## config.mk

```make
export PLATFORM = sky130hd
export DESIGN_NAME = relu_maxpool22
export DESIGN_NICKNAME = d
export VERILOG_FILES = /design/src/rtl/relu_maxpool22.sv
export SDC_FILE = /design/constraint.sdc
export NUM_CORES = 1
export LEC_CHECK = 0
export ABC_AREA = 1
export BUFFER_PORTS_ARGS = -buffer_cell sky130_fd_sc_hd__buf_2
export CORE_MARGIN = 3
export CORE_UTILIZATION = 60
export DETAILED_ROUTE_END_ITERATION = 10
export HOLD_SLACK_MARGIN = 0.12
export PLACE_DENSITY = 0.78
export SYNTH_ARGS = -nofsm -noshare
export SYNTH_HDL_FRONTEND = slang
export SYNTH_SLANG_ARGS = --single-unit
export TNS_END_PERCENT = 1
```

## constraint.sdc

```tcl
create_clock -name clk -period 15.5 [get_ports clk]
set_input_delay 0 -clock clk [delete_from_list [all_inputs] [get_ports clk]]
set_output_delay 0 -clock clk [all_outputs]
set_load 0.01 [all_outputs]
```

## src/rtl/relu_maxpool22.sv

```systemverilog
// relu_maxpool22: streaming ReLU followed by 2x2/stride-2 max-pool.
// Consumes one signed conv result per enabled cycle in raster order and
// emits one requantised, saturated pooled value per 2x2 window. A half-row
// line buffer carries the even-row pair maxima over to the following odd row.
module relu_maxpool22 #(
    parameter int IN_WIDTH  = 32,
    parameter int BIT_WIDTH = 8,
    parameter int CONV_SIZE = 10,
    parameter int SHIFT     = 0
) (
    input  logic                        clk,
    input  logic                        rst,
    input  logic                        en,
    input  logic signed [IN_WIDTH-1:0]  in_data,
    output logic        [BIT_WIDTH-1:0] out_data,
    output logic                        out_valid,
    output logic                        frame_done
);

    localparam int HALF = CONV_SIZE / 2;
    localparam int CW   = (CONV_SIZE > 2) ? $clog2(CONV_SIZE) : 1;
    localparam int KW   = (HALF > 1) ? $clog2(HALF) : 1;

    localparam logic [CW-1:0]       COL_LAST = CW'(CONV_SIZE - 1);
    localparam logic [IN_WIDTH-1:0] SAT_MAX  = IN_WIDTH'((1 << (BIT_WIDTH - 1)) - 1);

    logic [CW-1:0]        col_q, col_d;
    logic [CW-1:0]        row_q, row_d;
    logic [IN_WIDTH-1:0]  hold_q, hold_d;
    logic [IN_WIDTH-1:0]  linebuf_q [HALF];
    logic [BIT_WIDTH-1:0] out_data_q, out_data_d;
    logic                 out_valid_q, out_valid_d;
    logic                 frame_done_q, frame_done_d;

    logic [IN_WIDTH-1:0]  relu;
    logic [IN_WIDTH-1:0]  pair_max;
    logic [IN_WIDTH-1:0]  pool_max;
    logic [IN_WIDTH-1:0]  shifted;
    logic [KW-1:0]        k;
    logic                 col_last, row_last, col_odd, row_odd;
    logic                 lb_we;

    // Datapath: ReLU, pair maximum, window maximum, requantise and saturate
    always_comb begin
        relu     = in_data[IN_WIDTH-1] ? '0 : IN_WIDTH'(in_data);
        pair_max = (hold_q > relu) ? hold_q : relu;
        k        = KW'(col_q >> 1);
        pool_max = (linebuf_q[k] > pair_max) ? linebuf_q[k] : pair_max;
        shifted  = pool_max >> SHIFT;
    end

    // Next-state: position counters, hold register, line-buffer write, outputs
    always_comb begin
        col_last     = (col_q == COL_LAST);
        row_last     = (row_q == COL_LAST);
        col_odd      = col_q[0];
        row_odd      = row_q[0];
        col_d        = col_q;
        row_d        = row_q;
        hold_d       = hold_q;
        lb_we        = 1'b0;
        out_valid_d  = 1'b0;
        frame_done_d = 1'b0;
        out_data_d   = out_data_q;
        if (en) begin
            col_d = col_last ? '0 : col_q + 1'b1;
            if (col_last) begin
                row_d = row_last ? '0 : row_q + 1'b1;
            end
            if (!col_odd) begin
                hold_d = relu;
            end else if (!row_odd) begin
                lb_we = 1'b1;
            end else begin
                out_valid_d  = 1'b1;
                frame_done_d = col_last && row_last;
                out_data_d   = (shifted > SAT_MAX) ? SAT_MAX[BIT_WIDTH-1:0]
                                                   : shifted[BIT_WIDTH-1:0];
            end
        end
    end

    // State and output registers with asynchronous clear
    always_ff @(posedge clk or posedge rst) begin
        if (rst) begin
            col_q        <= '0;
            row_q        <= '0;
            hold_q       <= '0;
            out_data_q   <= '0;
            out_valid_q  <= 1'b0;
            frame_done_q <= 1'b0;
            for (int unsigned i = 0; i < HALF; i++) begin
                linebuf_q[i] <= '0;
            end
        end else begin
            col_q        <= col_d;
            row_q        <= row_d;
            hold_q       <= hold_d;
            out_data_q   <= out_data_d;
            out_valid_q  <= out_valid_d;
            frame_done_q <= frame_done_d;
            if (lb_we) begin
                linebuf_q[k] <= pair_max;
            end
        end
    end

    assign out_data   = out_data_q;
    assign out_valid  = out_valid_q;
    assign frame_done = frame_done_q;

endmodule
```

# [Yosys cells after proc, flatten, opt, wreduce, memory -nomap -nowiden]
# Cells that the tools add are included.
# Widths: inputs -> output; s select.
[totals] register_bits=210
[classes] add_sub_neg=2 magnitude_cmp=5 eq_ne=2 n_mux=21 bitwise_logic=2 reduce_logical=5
[op_table] cell="$bwmux 160" count=1
[op_table] cell="$mux 32" count=5
[op_table] cell="$bmux 32 s3" count=1
[op_table] cell="$demux 32 s3" count=1
[op_table] cell="$gt 32x31->1" count=1
[op_table] cell="$gt 32x32->1" count=1
[op_table] cell="$gt 32x7->1 const B" count=1
[op_table] cell="$mux 31" count=1
[op_table] cell="$mux 1" count=9
[op_table] cell="$add 4x1->4 const B" count=2
[op_table] cell="$eq 4x4->1 const B" count=2
[op_table] cell="$mux 4" count=2
[op_table] cell="$mux 8" count=1
[op_table] cell="$ge 4x4->1 const B" count=1
[op_table] cell="$lt 4x1->1 const B" count=1
[op_table] cell="$not 3->4" count=1
[op_table] cell="$reduce_and 2->1" count=2
[op_table] cell="$reduce_and 3->1" count=1
[op_table] cell="$logic_and 1x1->1" count=2
[op_table] cell="$not 1->1" count=1

# [Logic depth before layout (Yosys ltp)]
# Gate-level depths: netlist of the first run.
[logic_depth] word_depth=8 ltp_mapped=38

# [Worst setup path before layout of the first run]
# Ideal clock, no wire load.
[synth_timing] path_type="in2reg" from="input in_data[31]" to="register out_data_q[0], in the netlist out_data[0]" setup_ns=0.116 arrival_time_ns=3.512 slack_ns=11.872 path_stages=29 n_path_buf=3 path_cell_list="inv_1 -> clkbuf_1 -> nand2_1 -> ha_1 -> nand2_2 -> nor2_4 -> nand4_2 -> nor2_2 -> nand4_2 -> nand2_4 -> buf_2 -> buf_1 -> nand2_1 -> o21ai_1 -> ha_1 -> a21oi_1 -> nor2_1 -> a211oi_1 -> nand2_1 -> nand2_1 -> nand2_1 -> nand2_1 -> nand2_2 -> nand2_2 -> nand2_1 -> nand2_1 -> inv_1 -> nor2_1 -> nor2_1"
[synth_via] elab_chain_len=7
[synth_lines] element="start: declaration" line="14" rtl="input logic signed [IN_WIDTH-1:0] in_data,"
[synth_lines] element="$mux 31 *" line="45" rtl="relu = in_data[IN_WIDTH-1] ? '0 : IN_WIDTH'(in_data);"
[synth_lines] element="$gt 32x31->1" line="46" rtl="pair_max = (hold_q > relu) ? hold_q : relu;"
[synth_lines] element="$mux 32 *" line="46"
[synth_lines] element="$gt 32x32->1" line="48" rtl="pool_max = (linebuf_q[k] > pair_max) ? linebuf_q[k] : pair_max;"
[synth_lines] element="$mux 32 *" line="48"
[synth_lines] element="$gt 32x7->1" line="77" rtl="out_data_d = (shifted > SAT_MAX) ? SAT_MAX[BIT_WIDTH-1:0]"
[synth_lines] element="$mux 8 *" line="77"
[synth_lines] element="end signal: assignment" line="99" rtl="out_data_q <= out_data_d;"
[synth_lines] element="end: declaration" line="31" rtl="logic [BIT_WIDTH-1:0] out_data_q, out_data_d;"
# Every way passes the cells marked *; elsewhere a longest branch is shown, timed or not.
# A chain may end at the register's enable or synchronous reset.

# [Final worst setup path of the first run]
[layout_timing] from="input in_data[31]" to="register out_data_q[4], in the netlist out_data[4]"
# Same word-level chain as after synthesis.

==> results by group, run 1 <==
Cells and area
  • FF+latch area: about 0.0051 mm2
  • Area delta synth->final: 13.3%
  • # fillers: between 1000 and 1500
  • Inserted Diodes: 0
  • Layout cells sized above 1: between 10% and 20%
  • Util after Layout: 70.6%
  • Multi-input gate area in the final layout: approximately 0.0050 mm2
  • Nets: roughly 1400

Detailed routing
  • DRT Pass-1 Iters: 5
  • DRT Wirelength: roughly 27000 um
  • Antenna viol nets, final: 0
  • Iteration-0 DRC Markers: 950
  • # DRC: 0
  • Via density: 5.87
  • Vias: about 9200
  • DR WL/cell: between 15 and 20 um

Yosys
  • Mapped cell area: 0.0105 mm2
  • Seq/Total Area, Yosys: 48.6%
  • Syn. warnings: 0
  • Syn Area/Cell: around 8 um2
  • Syn nets: between 1000 and 1500
  • FF+latch count, synth: 204
  • Post-Syn Instances: 1285
  • Predominant post-synthesis flop cell: dfrtp_1
  • Distinct cell type count after synthesis: 40
  • Post-synth EDFFs: 0
  • Share of async-settable or async-resettable flops after synthesis: 100%

Floorplanning
  • Chip width: around 140 um
  • Initial core utilization: 62.3%
  • Core area: around 0.017 mm2
  • Die H: ~140 um
  • Row cnt: between 40 and 50
  • IO Pins: 45
  • Die area: ~0.019 mm2

Run
  • Max_cap viols: 0

STA
  • Clk_skew: 0.0201 ns
  • Fin crit period: ~5.1 ns
  • Period utilization: between 30% and 40%
  • Final hold slack: 0.236 ns
  • Final Slew Violations: 0
  • Final setup viols: 0
  • Worst slew pin tran: between 1 and 1.5 ns
  • RSZ-0062 raised after global routing: false
  • Setup TNS: 0 ns
  • Max-slew headroom at the worst pin: about a fifth
  • Fmax: a little under 200 MHz
  • Final worst slack: 10.38 ns
  • Final hold violations: 0

Clock tree
  • Max clock buf depth: 3
  • Clock Latency Late Sink: roughly 0.51 ns
  • Max H-tree Level: 1
  • CTS Buf Count: 23
  • TritonCTS clock tree: built
  • # clock sinks: 204
  • CTS root buf: clkbuf_16
  • Clock transition at path regs: 0.05 ns

Setup path
  • Crit start category: input pin
  • WS Path Type: input pin to flip-flop
  • Crit-path max FO: between 60 and 70
  • CP Data Required Time: approximately 16 ns
  • Critical Path Sink Type: flip-flop
  • CP arrival: ~5.5 ns

Placement
  • Setup WS pre-CTS: about 10 ns
  • PortBufs: 44
  • Final HPWL DP: 16200 um
  • Placer Congestion: 0.865

Power and ir drop
  • PD cells: ~240 mW/mm2
  • Peak VDD IR: ~140 uV
  • Logic pwr share: approximately half
  • Flop pwr share: about a third
  • Clock power frac: between 10% and 20%
  • Psw: ~0.0013 W
  • Int Power: about 0.0016 W
  • Design Power: 0.00288 W
  • Switching Fraction: roughly 46%
  • Lkg Pwr: about 5.7 nW

Global route
  • Total grt overflow: 0
  • Initial antenna violation count: 0
  • Vias in the first global route: between 8000 and 9000
  • Global-route wire length before repair: around 45000 um
  • Gr usage total: between 20% and 30%
  • Largest net degree at the start of global routing: roughly 140

Hold path
  • Worst min-delay path class: input pin to asynchronous set/reset pin

Run status
  • Status: completed
-- state kept, by name, summed over array words and instances (netlist names) --
signal	flops
linebuf_q	155
hold_q	31
out_data	8
col_q	4
row_q	4
frame_done	1
out_valid	1
-- synth_stat cells (all sizes together), types with 2 or more instances --
library cell  count  share of area, %
dfrtp           204                49
o21ai           240                11
nand3            29               1.4
nor4              8              0.48
o221ai           20               1.7
a211oi            3              0.21
or2              13              0.77
nand2           346                13
nand4            15               1.0
a311oi            2              0.17
o211ai            6              0.43
buf               9              0.55
nor2            135               5.0
a21oi            63               3.0
o21bai            2              0.14
ha               61               7.3
clkbuf           59               2.1
inv              56               2.0
nor3              5              0.35
xor2              3              0.25
-- metrics by stage --
stage               instances  cell area [um2]
finish                   1566            11900
global route             1566            11900
CTS                      1566            11900
detailed placement       1492            10900
global placement         1492            10900
floorplan                1285            10500
-- power groups by stage --
stage / Sequential [W] / Combinational [W] / Clock, W
final: 0.000921 / 0.00144 / 0.000518
after global routing: 0.000951 / 0.00165 / 0.000547
after CTS: 0.000918 / 0.00142 / 0.000522
after detailed placement: 0.000922 / 0.00140 / 0
after global placement: 0.000917 / 0.00136 / 0
after floorplan: 0.000890 / 0.00105 / 0
-- layer usage --
layer  wire, um  global-route usage (%)  up-vias
met4        476                    7.12        0
li1           -                       -     4423
met1      12300                    41.0     4361
met2      12000                    44.2      363
met5          0                       0        -
met3       2070                    5.21       44
-- kinds of logic after synthesis --
family          after synthesis  share of synthesized area (%)
compound gates              340                           17.5
xor+xnor                      3                          0.250
fa+ha+maj                    61                           7.26
buf+inv                     124                           4.65
flops                       204                           48.6
simple gates                553                           21.8
-- path summary, 6_finish.rpt --
path	startpoint	slack, ns	cells past startpoint	end
worst min-delay path	rst	0.24	3	linebuf_q[85]
worst max register to register	hold_q[23]	10.58	22	out_data[4]
min in group clk	en	0.30	3	col_q[0]
max in group asynchronous	rst	13.85	4	col_q[1]
worst min register to register	out_data[7]	0.47	2	out_data[7]
worst max-delay path	in_data[31]	10.38	25	out_data[4]
-- timing repair --
action	CTS	global route
setup buffers	0	0
setup endpoints to repair	0	0
resized for setup	0	0
hold endpoints to repair	189	0
hold buffers	33	0
-- worst max-delay path: stages --
cell	delay, ns
buf_2	0.09
inv_1	0.67
nand2_1	0.27
ha_1	0.41
nand2_2	0.08
nor2_4	0.11
nand4_2	0.10
nor2_2	0.18
nand2_2	0.09
nand2_4	0.08
nand2_4	0.33
o21ai_1	0.65
ha_1	0.35
a21oi_1	0.14
o21ai_0	0.12
nand2_1	0.07
a31oi_1	0.06
a2111oi_0	0.83
nand2_2	0.26
nand2_2	0.20
nand2_1	0.07
nand2_1	0.08
inv_1	0.04
nor2_1	0.10
nor2_1	0.05
-- cell type report --
class	instances	share of cell area (%)
clock buffer	36	5.83
clock inverter	5	0.231
inverter	56	1.83
multi-input combinational	957	41.6
sequential	204	42.9
tap	220	2.31
timing repair buffer	88	5.32
-- cells in the final DEF (no fill, tap or decap), drive strengths merged --
cell,Yosys,final
dlygate4sd3,0,33
nor3b,1,1
nand4,15,15
clkinvlp,0,1
clkbuf,59,36
o221ai,20,20
o21bai,2,2
nor3,5,5
a2111oi,1,1
o21ai,240,240
a311oi,2,2
o221a,1,1
a21oi,63,63
a31oi,1,1
nor2,135,135
a211oi,3,3
xor2,3,3
buf,9,55
nand3,29,29
ha,61,61
nand3b,1,1
inv,56,56
a21o,1,1
clkinv,0,4
dfrtp,204,204
nand2,346,346
nor4,8,8
o211ai,6,6
or2,13,13
(Power assumes the default switching activity.)
==> run 2: changes to the inputs <==
Settings changed: CORE_UTILIZATION 60 to 56, PLACE_DENSITY 0.78 to 0.76.
Clock period 15.5 ns to 4.5 ns, I/O delays scaled along.
==> results by group, run 2 (synthesis gave the netlist of run 1 again) <==
Detailed routing
  • DR WL/cell: 17.4 um (+1.6%)
  • Vias: 9403 (+2.3%)
  • # DRC: 0 (unchanged)
  • Antenna viol nets, final: 0 (unchanged)
  • DRT Pass-1 Iters: 6 (+1)
  • Via density: 5.80 (-1.1%)
  • DRT Wirelength: 28200 um (+5.1%)
  • Iteration-0 DRC Markers: 895 (-5.8%)

Global route
  • Initial antenna violation count: 0 (unchanged)
  • Largest net degree at the start of global routing: 124 (-10%)
  • Vias in the first global route: 9060 (+2.3%)
  • Total grt overflow: 0 (unchanged)
  • Global-route wire length before repair: 46800 um (+4.2%)
  • Gr usage total: 28.2% (+0.079 points)

Placement
  • Placer Congestion: 0.909 (+5.1%)
  • Final HPWL DP: 17000 um (+5.1%)
  • Setup WS pre-CTS: 0.100 ns (-9.92 ns)
  • PortBufs: 44 (unchanged)

Floorplanning
  • Chip width: 143 um (+3.4%)
  • Core area: 0.0182 mm2 (+7.9%)
  • IO Pins: 45 (unchanged)
  • Die H: 143 um (+3.4%)
  • Row cnt: 49 (+4.3%)
  • Initial core utilization: 57.7% (-4.6 points)
  • Die area: 0.0205 mm2 (+6.8%)

STA
  • Setup TNS: 0 ns (unchanged)
  • Worst slew pin tran: 1.18 ns (+0.00160 ns)
  • Fin crit period: about 4.2 ns
  • RSZ-0062 raised after global routing: false
  • Final setup viols: 0 (unchanged)
  • Final Slew Violations: 0 (unchanged)
  • Clk_skew: 0.00756 ns (-0.0126 ns)
  • Final hold violations: 0 (unchanged)
  • Fmax: around 240 MHz
  • Period utilization: between 90% and 100%
  • Final worst slack: 0.311 ns (-10.07 ns)
  • Max-slew headroom at the worst pin: 21.2% (-0.11 points)

Setup path
  • Critical Path Sink Type: flip-flop
  • CP arrival: 4.57 ns (-0.93 ns)
  • Crit-path max FO: 26 (-58%)
  • CP Data Required Time: 4.89 ns (-10.99 ns)
  • Crit start category: flip-flop
  • WS Path Type: flip-flop to flip-flop

Clock tree
  • CTS Buf Count: 23 (unchanged)
  • CTS root buf: clkbuf_16
  • Max H-tree Level: 1 (unchanged)
  • Max clock buf depth: 3 (unchanged)
  • Clock Latency Late Sink: 0.50 ns (about the same)
  • TritonCTS clock tree: built
  • # clock sinks: 204 (unchanged)
  • Clock transition at path regs: 0.06 ns (about the same)

Cells and area
  • Multi-input gate area in the final layout: 0.00496 mm2 (+0.18%)
  • # fillers: 1411 (+8.3%)
  • Layout cells sized above 1: 11.2% (+1.1 points)
  • Nets: 1471 (+3.2%)
  • FF+latch area: 0.00511 mm2 (unchanged)
  • Area delta synth->final: 18.7%
  • Commonest non-fill, non-tap cell in the layout: nand2_1
  • Most frequent cells in the layout: nand2_1, o21ai_0, dfrtp_1
  • Inserted Diodes: 0 (unchanged)
  • Register with the most flip-flops: linebuf_q
  • Largest register FFs: 155 (unchanged)

Run status
  • Status: completed

Hold path
  • Worst min-delay path class: input pin to asynchronous set/reset pin

Run
  • Max_cap viols: 0 (unchanged)

Power and ir drop
  • PD cells: 835 mW/mm2 (+250%)
  • Design Power: 0.0104 W (+260%)
  • Peak VDD IR: 526 uV (+290%)
  • Lkg Pwr: 5.92 nW (+3.8%)
-- run 2: cell count changes in the layout (fill, tap and decap cells not counted), sizes merged --
cell | previous run | this run
dlygate4sd3 | 33 | 63
buf | 55 | 70
clkbuf | 36 | 28
bufinv | 0 | 5
clkinv | 4 | 7
clkinvlp | 1 | 2
inv | 56 | 55
-- run 2: final cells by class --
| class | instances | share of cell area, % |
|---|---|---|
| Sequential cell | 204 | 40.9 |
| Multi-Input combinational cell | 957 | 39.8 |
| Timing Repair Buffer | 133 | 8.81 |
| Clock buffer | 28 | 4.92 |
| Tap cell | 229 | 2.30 |
| Inverter | 56 | 1.71 |
| Clock inverter | 13 | 1.57 |
-- run 2: power by group --
| part | switching, W | leakage (nW) | internal [W] |
|---|---|---|---|
| clock network | 0.000759 | 0.400 | 0.00126 |
| registers | 0.000551 | 2.54 | 0.00268 |
| logic | 0.00338 | 2.97 | 0.00180 |
-- run 2: what timing repair did --
action | 4_1_cts | 5_1_grt
endpoints found under the hold margin | 91 | 0
resized for setup | 0 | 4
buffers inserted | 0 | 2
setup endpoints to repair | 0 | 7
hold buffers | 63 | 0
-- run 2: metrics by stage --
step / util (%) / cells / hold WS, ns / area (um2)
finish: 68.5 / 1620 / 0.123 / 12500
global route: 68.5 / 1620 / 0.190 / 12500
CTS: 68.4 / 1618 / 0.133 / 12500
detailed placement: 60.5 / 1514 / 0.102 / 11000
global placement: 60.5 / 1514 / 0.103 / 11000
floorplan: - / 1285 / 0.0871 / 10500
-- run 2: path summary, 6_finish.rpt --
check / slack [ns] / start / depth (start not counted) / endpoint
min: 0.12 / rst / 3 / linebuf_q[115]
min reg2reg: 0.46 / out_data[7] / 2 / out_data[7]
max reg2reg: 0.31 / hold_q[27] / 23 / out_data[4]
min in group clk: 0.17 / in_data[31] / 7 / hold_q[2]
max: 0.31 / hold_q[27] / 23 / out_data[4]
max in group asynchronous: 3.28 / rst / 4 / linebuf_q[32]
-- run 2: critical path, stage by stage (launching register included) --
cell and delay, ns:
dfrtp_1 0.39, ha_1 0.31, nand2_1 0.08, nor2_1 0.17, nand2_1 0.11, nor2_2 0.18, nand2_2 0.09, nand2_4 0.08
nand2_4 0.17, o21ai_1 0.51, ha_1 0.35, a21oi_1 0.14, o21ai_0 0.10, nand2_1 0.06, a31oi_1 0.09, a2111oi_1 0.40
buf_4 0.21, nand2_2 0.12, nand2_2 0.16, nand2_1 0.06, nand2_1 0.09, inv_1 0.04, nor2_1 0.10, nor2_1 0.05
-- run 2: layer usage --
| metal | share of wire, % | global-route usage (%) |
|---|---|---|
| met1 | 45 | 41.7 |
| met2 | 46 | 44.5 |
| met3 | 7.6 | 3.95 |
| met4 | 2.0 | 7.05 |
| met5 | 0 | 0 |
==> run 3: changes to the inputs <==
Settings changed: MAX_ROUTING_LAYER from default to met4.
==> results by group, run 3 (synthesis gave the netlist of run 1 again) <==
Hold path
  • Worst Hold Depth: 7
  • Hold path start: in_data[31]
  • WHS Endpoint: hold_q[2]
  • Worst min-delay path class: input pin to flip-flop

Setup path
  • Reg2reg end: out_data[4]
  • Depth of the most critical reg-to-reg path: 25 (+8.7%)
  • CP arrival: 4.58 ns (about the same)
  • Crit-path max FO: 26 (unchanged)
  • Reg2reg start: hold_q[27]
  • Crit start category: flip-flop
  • Critical Path Sink Type: flip-flop
  • R2R Setup Slk: 0.31 ns (about the same)
  • CP Data Required Time: 4.89 ns (about the same)
  • WS Path Type: flip-flop to flip-flop

Global route
  • Initial antenna violation count: 0 (unchanged)
  • Total grt overflow: 0 (unchanged)
  • Global-route wire length before repair: 46500 um (-0.69%)
  • Largest net degree at the start of global routing: 126 (+1.6%)
  • Vias in the first global route: 9069 (+0.099%)
  • Gr usage total: 29.1% (+0.83 points)

STA
  • Clk_skew: 0.0132 ns (+0.00563 ns)
  • Period utilization: 93.1% (about the same)
  • Fmax: 239 MHz (about the same)
  • Final Slew Violations: 0 (unchanged)
  • Final hold violations: 0 (unchanged)
  • Final setup viols: 0 (unchanged)
  • Max-slew headroom at the worst pin: 19.5% (-1.7 points)
  • Final hold slack: 0.210 ns (+0.0867 ns)
  • Final worst slack: 0.313 ns (+0.00182 ns)
  • Fin crit period: 4.19 ns (-0.00182 ns)
  • Worst slew pin tran: 1.20 ns (+0.0259 ns)
  • Setup TNS: 0 ns (unchanged)

Clock tree
  • CTS Buf Count: 23 (unchanged)
  • Clock Latency Late Sink: 0.50 ns (about the same)
  • Max clock buf depth: 3 (unchanged)
  • Max H-tree Level: 1 (unchanged)
  • TritonCTS clock tree: built
  • # clock sinks: 204 (unchanged)
  • CTS root buf: clkbuf_16
  • Clock transition at path regs: 0.06 ns (about the same)

Placement
  • Setup WS pre-CTS: 0.159 ns (+0.0585 ns)
  • PortBufs: 44 (unchanged)
  • Final HPWL DP: 17100 um (+0.41%)
  • Placer Congestion: 0.921 (+1.3%)
  • Dpl cells: 1515 (+0.066%)

Cells and area
  • Multi-input gate area in the final layout: 0.00496 mm2 (unchanged)
  • Non-filler cells, final: 1620 (unchanged)
  • Most frequent cells in the layout: nand2_1, o21ai_0, dfrtp_1
  • Layout cells sized above 1: 11.1% (-0.14 points)
  • Register with the most flip-flops: linebuf_q
  • Area delta synth->final: 18.5%
  • Commonest non-fill, non-tap cell in the layout: nand2_1
  • # fillers: 1403 (-0.57%)
  • Nets: 1473 (+0.14%)
  • Inserted Diodes: 0 (unchanged)
  • Largest register FFs: 155 (unchanged)
  • FF+latch area: 0.00511 mm2 (unchanged)

Power and ir drop
  • Peak VDD IR: 473 uV (-10%)
  • Int Power: 0.00569 W (-0.84%)
  • Clock power frac: 18.9% (-0.4 points)
  • PD cells: 830 mW/mm2 (-0.62%)
  • Lkg Pwr: 5.91 nW (-0.11%)
  • Psw: 0.00465 W (-0.69%)
  • Logic pwr share: 50.0% (+0.3 points)
  • Switching Fraction: 45.0% (about the same)
  • Flop pwr share: 31.1% (about the same)

Floorplanning
  • Initial core utilization: 57.7% (unchanged)
  • Chip width: 143 um (unchanged)
  • Row cnt: 49 (unchanged)
  • Die H: 143 um (unchanged)
  • Core area: 0.0182 mm2 (unchanged)
  • Die area: 0.0205 mm2 (unchanged)
  • IO Pins: 45 (unchanged)

Run
  • Max_cap viols: 0 (unchanged)

Detailed routing
  • DRT Pass-1 Iters: 5 (-1)
  • DRT Wirelength: 28200 um (-0.11%)
  • Iteration-0 DRC Markers: 801 (-11%)
  • Vias: 9375 (-0.30%)
  • Antenna viol nets, final: 0 (unchanged)
  • Via density: 5.79 (-0.30%)
  • DR WL/cell: 17.4 um (-0.11%)
  • # DRC: 0 (unchanged)

Run status
  • Status: completed
## run 3: how the worst max path moves through the flow
stage                 from     endpoint  cells past startpoint
2_1_floorplan  in_data[31]  out_data[0]                     29
3_3_place_gp   in_data[31]  out_data[6]                     27
3_5_place_dp   in_data[31]  out_data[4]                     27
4_1_cts         hold_q[23]  out_data[4]                     23
5_1_grt         hold_q[27]  out_data[1]                     24
6_report        hold_q[27]  out_data[4]                     25
## run 3: area by class of cell
type / count / share of cell area [%]
Timing Repair Buffer: 135 / 8.87
Tap cell: 229 / 2.30
Clock buffer: 34 / 5.51
Sequential cell: 204 / 41.0
Multi-Input combinational cell: 957 / 39.8
Inverter: 56 / 1.72
Clock inverter: 5 / 0.803
## run 3: layer usage
metal | vias up | part of all wire, % | global-route usage, %
met2 | 382 | 46 | 44.4
met4 | 0 | 2.5 | 8.35
met1 | 4416 | 45 | 40.9
met3 | 68 | 7.3 | 4.35
li1 | 4509 | - | -
met5 | - | 0 | -
## run 3: critical path: stages, from the launching register on
cell and delay, ns:
dfrtp_1 0.40, ha_1 0.33, a21oi_1 0.21, o21ai_0 0.11, nand2_1 0.07, nand2_1 0.07
a21oi_2 0.20, nand2_4 0.09, nand2_4 0.24, buf_4 0.25, nand2_1 0.06, o21ai_1 0.35
ha_1 0.37, nand2_1 0.11, nor2_1 0.06, a211oi_1 0.19, o221a_2 0.24, nand2_1 0.06
nand2_1 0.07, nand2_2 0.11, nand2_2 0.15, nand2_1 0.06, nand2_1 0.08, inv_1 0.04
nor2_1 0.10, nor2_1 0.05
## run 3: metrics by stage
stage | power [W] | area (um2) | utilization, %
6_report | 0.0103 | 12500 | 68.4
3_3_place_gp | 0.00802 | 11000 | 60.4
5_1_grt | 0.0112 | 12500 | 68.4
2_1_floorplan | 0.00667 | 10500 | -
3_5_place_dp | 0.00819 | 11000 | 60.4
4_1_cts | 0.0102 | 12400 | 68.3
## run 3: power groups by stage
stage          sequential (W)  combinational, W  clock (W)
3_3_place_gp          0.00319           0.00483          0
3_5_place_dp          0.00321           0.00498          0
5_1_grt               0.00332           0.00586    0.00205
6_report              0.00322           0.00518    0.00195
4_1_cts               0.00320           0.00506    0.00197
2_1_floorplan         0.00307           0.00360          0
## run 3: repair_timing
| action | CTS | global route |
|---|---|---|
| buffers inserted | 0 | 2 |
| gates resized for setup | 0 | 4 |
| endpoints found under the setup margin | 0 | 7 |
| endpoints found under the hold margin | 91 | 0 |
| hold buffers | 64 | 0 |
